**src/rtl/seg7_scan_ctrl.sv**
```systemverilog
// 4-digit multiplexed 7-segment scan controller with byte-pair intake and frame-synchronous commit.
// Optional: define LEADING_ZERO_BLANK_EN to blank leading zero digits (digit 0 always shown).
module seg7_scan_ctrl #(
  parameter int unsigned DWELL_CYCLES = 100000,
  parameter int unsigned GUARD_CYCLES = 4
) (
  input  logic       clk,
  input  logic       rst,
  input  logic [7:0] rx_data,
  input  logic       rx_valid,
  output logic       rx_ready,
  input  logic       clr,
  input  logic [3:0] dp_in,
  output logic [6:0] seg,
  output logic       dp,
  output logic [3:0] an,
  output logic       frame_done
);

  localparam int unsigned CW = (DWELL_CYCLES > 1) ? $clog2(DWELL_CYCLES) : 1;

  typedef enum logic {
    S_HOLD,
    S_RUN
  } run_t;

  run_t          state, state_nxt;
  logic [CW-1:0] dwell_cnt;
  logic [1:0]    idx;
  logic [15:0]   disp;
  logic [15:0]   stage;
  logic          byte_cnt;
  logic          pending;

  logic          accept;
  logic          dwell_wrap;
  logic          frame_bnd;
  logic [3:0]    nib;
  logic          blank_lz;
  logic [6:0]    seg_nxt;
  logic [3:0]    an_nxt;
  logic          dp_nxt;

  function automatic logic [6:0] hex7(input logic [3:0] n);
    logic [6:0] s;
    case (n)
      4'h0: s = 7'h40;
      4'h1: s = 7'h79;
      4'h2: s = 7'h24;
      4'h3: s = 7'h30;
      4'h4: s = 7'h19;
      4'h5: s = 7'h12;
      4'h6: s = 7'h02;
      4'h7: s = 7'h78;
      4'h8: s = 7'h00;
      4'h9: s = 7'h10;
      4'hA: s = 7'h08;
      4'hB: s = 7'h03;
      4'hC: s = 7'h46;
      4'hD: s = 7'h21;
      4'hE: s = 7'h06;
      default: s = 7'h0E;
    endcase
    return s;
  endfunction

  // S_HOLD lasts exactly one cycle after reset release; it keeps rx_ready low and the scan parked.
  always_ff @(posedge clk or posedge rst) begin
    if (rst) state <= S_HOLD;
    else     state <= state_nxt;
  end

  always_comb begin
    state_nxt = state;
    if (state == S_HOLD) state_nxt = S_RUN;
  end

  assign rx_ready   = (state == S_RUN) && !pending && !clr;
  assign accept     = rx_valid && rx_ready;
  assign dwell_wrap = (state == S_RUN) && (dwell_cnt == CW'(DWELL_CYCLES - 1));
  assign frame_bnd  = dwell_wrap && (idx == 2'd3);

  always_ff @(posedge clk or posedge rst) begin
    if (rst) begin
      dwell_cnt  <= '0;
      idx        <= '0;
      frame_done <= 1'b0;
    end else begin
      frame_done <= frame_bnd;
      if (state == S_RUN) begin
        if (dwell_wrap) begin
          dwell_cnt <= '0;
          idx       <= idx + 2'd1;
        end else begin
          dwell_cnt <= dwell_cnt + 1'b1;
        end
      end
    end
  end

  // Accept and commit are mutually exclusive: a pending pair already holds rx_ready low.
  always_ff @(posedge clk or posedge rst) begin
    if (rst) begin
      disp     <= '0;
      stage    <= '0;
      byte_cnt <= 1'b0;
      pending  <= 1'b0;
    end else if (clr) begin
      disp     <= '0;
      stage    <= '0;
      byte_cnt <= 1'b0;
      pending  <= 1'b0;
    end else begin
      if (accept) begin
        stage    <= {stage[7:0], rx_data};
        byte_cnt <= ~byte_cnt;
        if (byte_cnt) pending <= 1'b1;
      end
      if (frame_bnd && pending) begin
        disp    <= stage;
        pending <= 1'b0;
      end
    end
  end

  always_comb begin
    nib = '0;
    case (idx)
      2'd0: nib = disp[3:0];
      2'd1: nib = disp[7:4];
      2'd2: nib = disp[11:8];
      default: nib = disp[15:12];
    endcase
  end

`ifdef LEADING_ZERO_BLANK_EN
  always_comb begin
    blank_lz = 1'b0;
    case (idx)
      2'd1: blank_lz = (disp[15:4] == '0);
      2'd2: blank_lz = (disp[15:8] == '0);
      2'd3: blank_lz = (disp[15:12] == '0);
      default: blank_lz = 1'b0;
    endcase
  end
`else
  assign blank_lz = 1'b0;
`endif

  always_comb begin
    an_nxt  = '1;
    seg_nxt = '1;
    dp_nxt  = 1'b1;
    if (dwell_cnt >= CW'(GUARD_CYCLES)) begin
      an_nxt  = ~(4'b0001 << idx);
      seg_nxt = blank_lz ? 7'h7F : hex7(nib);
      dp_nxt  = ~dp_in[idx];
    end
  end

  always_ff @(posedge clk or posedge rst) begin
    if (rst) begin
      an  <= '1;
      seg <= '1;
      dp  <= 1'b1;
    end else begin
      an  <= an_nxt;
      seg <= seg_nxt;
      dp  <= dp_nxt;
    end
  end

endmodule
```
**config.mk**
```make
export PLATFORM = sky130hd
export DESIGN_NAME = seg7_scan_ctrl
export DESIGN_NICKNAME = d
export VERILOG_FILES = /design/src/rtl/seg7_scan_ctrl.sv
export SDC_FILE = /design/constraint.sdc
export NUM_CORES = 1
export LEC_CHECK = 0
export CORE_AREA = 5 5 91 93
export CTS_BUF_LIST = sky130_fd_sc_hd__clkbuf_2 sky130_fd_sc_hd__clkbuf_4 sky130_fd_sc_hd__clkbuf_8
export DETAILED_ROUTE_END_ITERATION = 6
export DIE_AREA = 0 0 96 98
export PLACE_DENSITY_LB_ADDON = 0.3
export REMOVE_ABC_BUFFERS = 1
export SYNTH_ARGS = -nofsm -noshare
export SYNTH_HDL_FRONTEND = slang
export SYNTH_SLANG_ARGS = --single-unit
```
**constraint.sdc**
```tcl
create_clock -name clk -period 2.6 [get_ports clk]
set_input_delay 0.26 -clock clk [delete_from_list [all_inputs] [get_ports clk]]
set_output_delay 0.26 -clock clk [all_outputs]
set_load 0.01 [all_outputs]
```
Yosys cells after proc, flatten, opt, wreduce, memory -nomap -nowiden
Memory sizes are Yosys's and may differ from the RTL's.
Index checks and enable logic that the tools add are counted.

storage, ports and cells
  bits in registers = 67
  memory bits (read-only) = 112
  bits of input ports = 16
  output and inout bits = 14
  logic and storage cells = 56
  memories = 1

operators by class
  $add $sub $neg = 2
  magnitude comparators = 2
  eq/ne operators = 4
  shift-type cells = 1
  multiplexer cells = 17
  bitwise gates (word level) = 3
  reductions and logical operators = 15

memory list
  name             depth  bits a word  read ports  clocked after Yosys merged registers in  wr ports  RTL line  RTL
  (no name shown)  16     7            1           0                                        0         46        case (n)

operator list
  kind                   number
  $mux 16                4
  $add 17x1->17 const B  1
  $eq 17x17->1 const B   1
  $ge 17x3->1 const B    1
  $mux 17                1
  $pmux 4 s3             1
  $mux 1                 8
  $mux 7                 1
  $logic_and 1x1->1      6
  $reduce_bool 3->1      2
  $eq 2x2->1 const B     2
  $mux 4                 1
  $not 4->4              1
  $reduce_and 2->1       2
  $reduce_bool 2->1      2
  $shl 1x2->4 const A    1
  $lt 2x3->1 const B     1
  $add 2x1->2 const B    1
  $bmux 1 s2             1
  $eq 2x1->1 const B     1
  $logic_not 1->1        2
  $logic_not 2->1        1
  $not 1->1              2

Logic depth before layout (Yosys ltp)
  depth after elaboration = 7
  depth in mapped cells = 11
  mapped depth without buffers = 11

Worst setup path before layout
OpenSTA, ideal clock, no wires.

  kind = register to register
  start = reg idx[0]
  end = reg seg[2]
  setup time = 111 ps
  arrival time = 1948 ps
  data required time = 2489 ps
  slack = 541 ps
  cell stages (with the launch flop) = 9
  buffers on the path = 0
  period minus slack after synthesis = 2059 ps
  cells stage by stage = dfrtp_1 > inv_1 > ha_1 > a222oi_1 > nand2_1 > o21ai_1 > inv_1 > ha_1 > o311ai_0

on the way
  cells in the longest elaborated chain, start to end = 4
  elaborated cells between the ends (all ways) = 6
  classes of those cells = eq/ne (2); mux (2); reduce/logical (1); memory (1)

ends and longest elaborated chain
  item                                RTL line  RTL
  from (decl)                         29        logic [1:0] idx;
  from (signal assigned)              93        idx <= idx + 2'd1;
  $eq 2x2->1 (tied with other cells)  128       case (idx)
  $pmux 4 s3 *                        128
  $mem_v2 16x7 *                      --
  $mux 7 *                            154       if (dwell_cnt >= CW'(GUARD_CYCLES)) begin
  named net seg_nxt[2]                40        logic [6:0] seg_nxt;
  to (signal assigned)                168       seg <= seg_nxt;
  to (decl)                           14        output logic [6:0] seg,

Mark *: on every way through the listed nets, which the timed path passes. The rest lies on a longest branch.
A chain may end at the register's enable or synchronous reset.

Worst setup path after layout
  start = reg idx[0]
  end = reg seg[6]

Same word-level chain as after synthesis.

==> reports/qor.log <==
INFO  yosys          synth_area_leaders=sky130_fd_sc_hd__dfrtp_1, sky130_fd_sc_hd__dfstp_2, sky130_fd_sc_hd__mux2i_1, sky130_fd_sc_hd__ha_1, sky130_fd_sc_hd__nand2_1
INFO  status         run_status=finished, final reports clean
INFO  power_and_ir_drop power.ir.vdd_worst=0.000352V
INFO  critical_path  reg2reg_to=seg[6]
INFO  route          detail_route.first_pass.iterations=4
INFO  critical_path  worstSetupStartpointType=register
INFO  critical_path  critical_path.startpoint=idx[0]
INFO  clocking       clock-sinks=67
INFO  sta            setup-violations-final=0
INFO  power_and_ir_drop powerDensity=705mW/mm^2
INFO  cells_and_area antennaDiodeCount=0
INFO  clocking       clock_tree.buffer_depth=2
INFO  critical_path  worstPathBufferInverterCount=3
INFO  global_route   grt_usage=14.4%
INFO  critical_path  crit_chain=inv_1, ha_1, a22oi_1, nand2_1, mux2i_1, inv_1, ha_1, inv_1, nor2_1, a21oi_1, o221ai_1
INFO  critical_path  crit-reg2reg-launch=idx[0]
INFO  sta            max_slew_margin=62.5%
INFO  route          routed_wire_length_per_instance=13.8um
INFO  floorplanning  die_width=96um
INFO  clocking       tritoncts.num_buffers=9
INFO  floorplanning  placeableCoreArea=0.00745mm^2
INFO  route          detailedRoute.firstIterationViolations=82
INFO  yosys          post_synth_and_or_nand_nor_area_fraction=19.2%
INFO  clocking       cts_root_buffer_type=sky130_fd_sc_hd__clkbuf_8
INFO  global_route   grt_overflow=0
INFO  placed_design  detailed_place_hpwl=4.28mm
INFO  critical_path  worst_ep_required_time=2.83ns
INFO  yosys          synthMuxAreaShare=6.37%
INFO  yosys          synth_flop_cell=sky130_fd_sc_hd__dfrtp_1
INFO  yosys          synth_largest_area_cell=sky130_fd_sc_hd__dfrtp_1
INFO  critical_path  worstRegToRegCells=11
INFO  critical_path  critPathMaxFanout=5
INFO  clocking       postCtsHoldBufs=0
INFO  min_path       worst_hold_path_type=in -> async
INFO  global_route   initial_antenna_violation_count=0
INFO  clocking       post_cts_setup_buffers=0
INFO  yosys          postSynthRegisterBits=67
INFO  global_route   global_route_wire_length_before_repair=10.6mm
INFO  route          route.detailed.drc=0
INFO  yosys          synth_edf_count=0
INFO  power_and_ir_drop design_power_total=2.70mW
INFO  sta            grt_setup_unrepaired=false
INFO  placed_design  gpl.final_weighted_congestion=0.914
INFO  clocking       cts-resized-gates=0
INFO  global_route   first_global_vias=2236
INFO  critical_path  critical_path.endpoint_type=register
INFO  critical_path  critical_path.top_delay_family=adder cells
INFO  yosys          synth_compound_gate_area_share=8.85%
INFO  placed_design  placedInstanceArea=0.00360mm^2
INFO  global_route   grt_max_degree=45
INFO  power_and_ir_drop power_leakage=1.78nW
INFO  cells_and_area syn_to_final_growth=20.6%
INFO  sta            fin_setup_tns=0ns
INFO  yosys          netlist_top_cells_count=sky130_fd_sc_hd__dfrtp_1, sky130_fd_sc_hd__nand2_1, sky130_fd_sc_hd__nor2_1, sky130_fd_sc_hd__o21ai_0, sky130_fd_sc_hd__mux2i_1
INFO  sta            report.final.hold_viol_count=0
INFO  critical_path  critical-path-slowest-cell=sky130_fd_sc_hd__dfrtp_1
INFO  sta            final.period_utilization=88.9%
INFO  clocking       depth_of_the_cts_h_tree=3
INFO  critical_path  worstSetupPathType=reg -> reg
INFO  yosys          post-synth-top-area-fraction=43.3%
INFO  yosys          synth_cell_type_count=41
INFO  yosys          mappedNetlistArea=0.00318mm^2
INFO  floorplanning  starting_density=42.7%
INFO  clocking       clk-insertion-delay-late=0.34ns
INFO  critical_path  cp_slowest_stage_delay=0.44ns
INFO  job            number_of_max_cap_violations=0
INFO  floorplanning  chipHeight=98um
INFO  yosys          netlist_instances=305
INFO  yosys          yosysWarnings=0
INFO  sta            worstMarginPinSlew=0.561ns
INFO  critical_path  r2r_setup_slack=0.29ns
INFO  critical_path  timing.critical_path.arrival=2.54ns
INFO  yosys          synth_seq_area_share=53.2%
INFO  route          totalWireLength=6.14mm
INFO  yosys          async_flop_share=100%
INFO  sta            worst_clock_skew=0.0104ns
INFO  cells_and_area finish.instance_area=0.00384mm^2
INFO  floorplanning  die_area=0.00941mm^2
INFO  route          detailroute.via_count=2196
INFO  critical_path  cp_common_cell=sky130_fd_sc_hd__inv_1
INFO  clocking       cts.reportedPaths.clkPinSlew=0.07ns
INFO  cells_and_area fin_nets=366
INFO  clocking       tritoncts_clock_tree=built
INFO  yosys          postSynthAreaPerCell=10.4um^2
INFO  sta            maxClockFrequency=0.433GHz
INFO  yosys          most_common_cell_in_the_netlist=sky130_fd_sc_hd__dfrtp_1
INFO  yosys          share_of_the_synthesized_netlist_area_taken_by_xor_and_xnor_gates=4.40%
INFO  yosys          largest_family_of_logic_cells_by_synthesized_area=simple AND/OR/NAND/NOR gates
INFO  yosys          synth_adder_area_share=4.72%
INFO  floorplanning  design.portCount=30
INFO  route          viasPerCell=4.93
INFO  sta            finalMaxSlewViolations=0
INFO  placed_design  numPortBuffers=29
INFO  cells_and_area layout_cells_sized_above_1=11.1%
INFO  floorplanning  core.rowCount=32
INFO  route          post_drt_antenna_nets=0
INFO  sta            layout_min_cycle_time=2.31ns
[worst max path at each step]
| stage | slack (ns) | to | cells past startpoint |
|---|---|---|---|
| final | 0.29 | seg[6] | 11 |
| after global placement | 0.40 | seg[2] | 8 |
| after detailed placement | 0.27 | seg[2] | 8 |
| after floorplan | 0.52 | seg[6] | 11 |
| after CTS | 0.26 | seg[2] | 8 |
| after global routing | 0.01 | seg[6] | 11 |
[state kept, by name, summed over array words and instances, names as in the netlist, 2 cells and up]
name and cells:
disp 16, an 4, idx 2, dwell_cnt 17, stage 16, seg 7
[logic make-up after synthesis]
kind of cell,after synthesis
AND/OR/NAND/NOR,118
flip-flops,67
AO/OA/AOI/OAI,47
buffers and inverters,25
multiplexers,19
XOR/XNOR,16
adder cells (fa/ha/maj),12
other,1
[per-layer routing]
metal | share of wire (%) | vias to the layer above | wire, um | global-route usage (%)
met3 | 3.7 | 10 | 226 | 2.93
met4 | 1.9 | 0 | 114 | 6.56
met2 | 47 | 38 | 2880 | 21.6
li1 | - | 1099 | - | -
met1 | 48 | 1049 | 2920 | 19.8
met5 | 0 | - | 0 | 0
[area by class of cell]
| cell class | count | area (um^2) |
|---|---|---|
| Timing Repair Buffer | 34 | 340 |
| Clock buffer | 9 | 124 |
| Fill cell | 717 | 3610 |
| Tap cell | 102 | 128 |
| Clock inverter | 7 | 116 |
| Multi-Input combinational cell | 213 | 1390 |
| Inverter | 13 | 48.8 |
| Sequential cell | 67 | 1690 |
[cells in the final DEF (no fill, tap or decap), types with 3 or more instances in the layout]
master / n
sky130_fd_sc_hd__a21oi_1: 6
sky130_fd_sc_hd__a22oi_1: 5
sky130_fd_sc_hd__and2_1: 4
sky130_fd_sc_hd__and4_1: 3
sky130_fd_sc_hd__buf_4: 4
sky130_fd_sc_hd__bufinv_16: 3
sky130_fd_sc_hd__clkbuf_8: 9
sky130_fd_sc_hd__clkdlybuf4s50_1: 29
sky130_fd_sc_hd__dfrtp_1: 55
sky130_fd_sc_hd__dfstp_2: 12
sky130_fd_sc_hd__ha_1: 12
sky130_fd_sc_hd__inv_1: 12
sky130_fd_sc_hd__mux2i_1: 18
sky130_fd_sc_hd__nand2_1: 37
sky130_fd_sc_hd__nand2b_1: 17
sky130_fd_sc_hd__nand3_1: 8
sky130_fd_sc_hd__nand4_1: 5
sky130_fd_sc_hd__nor2_1: 29
sky130_fd_sc_hd__o21ai_0: 25
sky130_fd_sc_hd__xnor2_1: 13
sky130_fd_sc_hd__xor2_1: 3
[where the power goes]
| part | leakage [nW] | switching (mW) | internal (mW) |
|---|---|---|---|
| Clock | 0.119 | 0.406 | 0.635 |
| Combinational | 0.782 | 0.195 | 0.214 |
| Sequential | 0.877 | 0.0636 | 1.19 |
| Total | 1.78 | 0.665 | 2.04 |
[through the flow]
stage          hold slack, ns  setup WS, ns  std cells  util, %
2_1_floorplan           0.326         0.525        293        -
3_3_place_gp            0.478         0.405        429     48.3
3_5_place_dp            0.485         0.269        429     48.3
4_1_cts                 0.286         0.256        445     51.5
5_1_grt                 0.333        0.0101        445     51.5
6_report                0.281         0.288        445     51.5
Power figures use the tool's default switching activity.
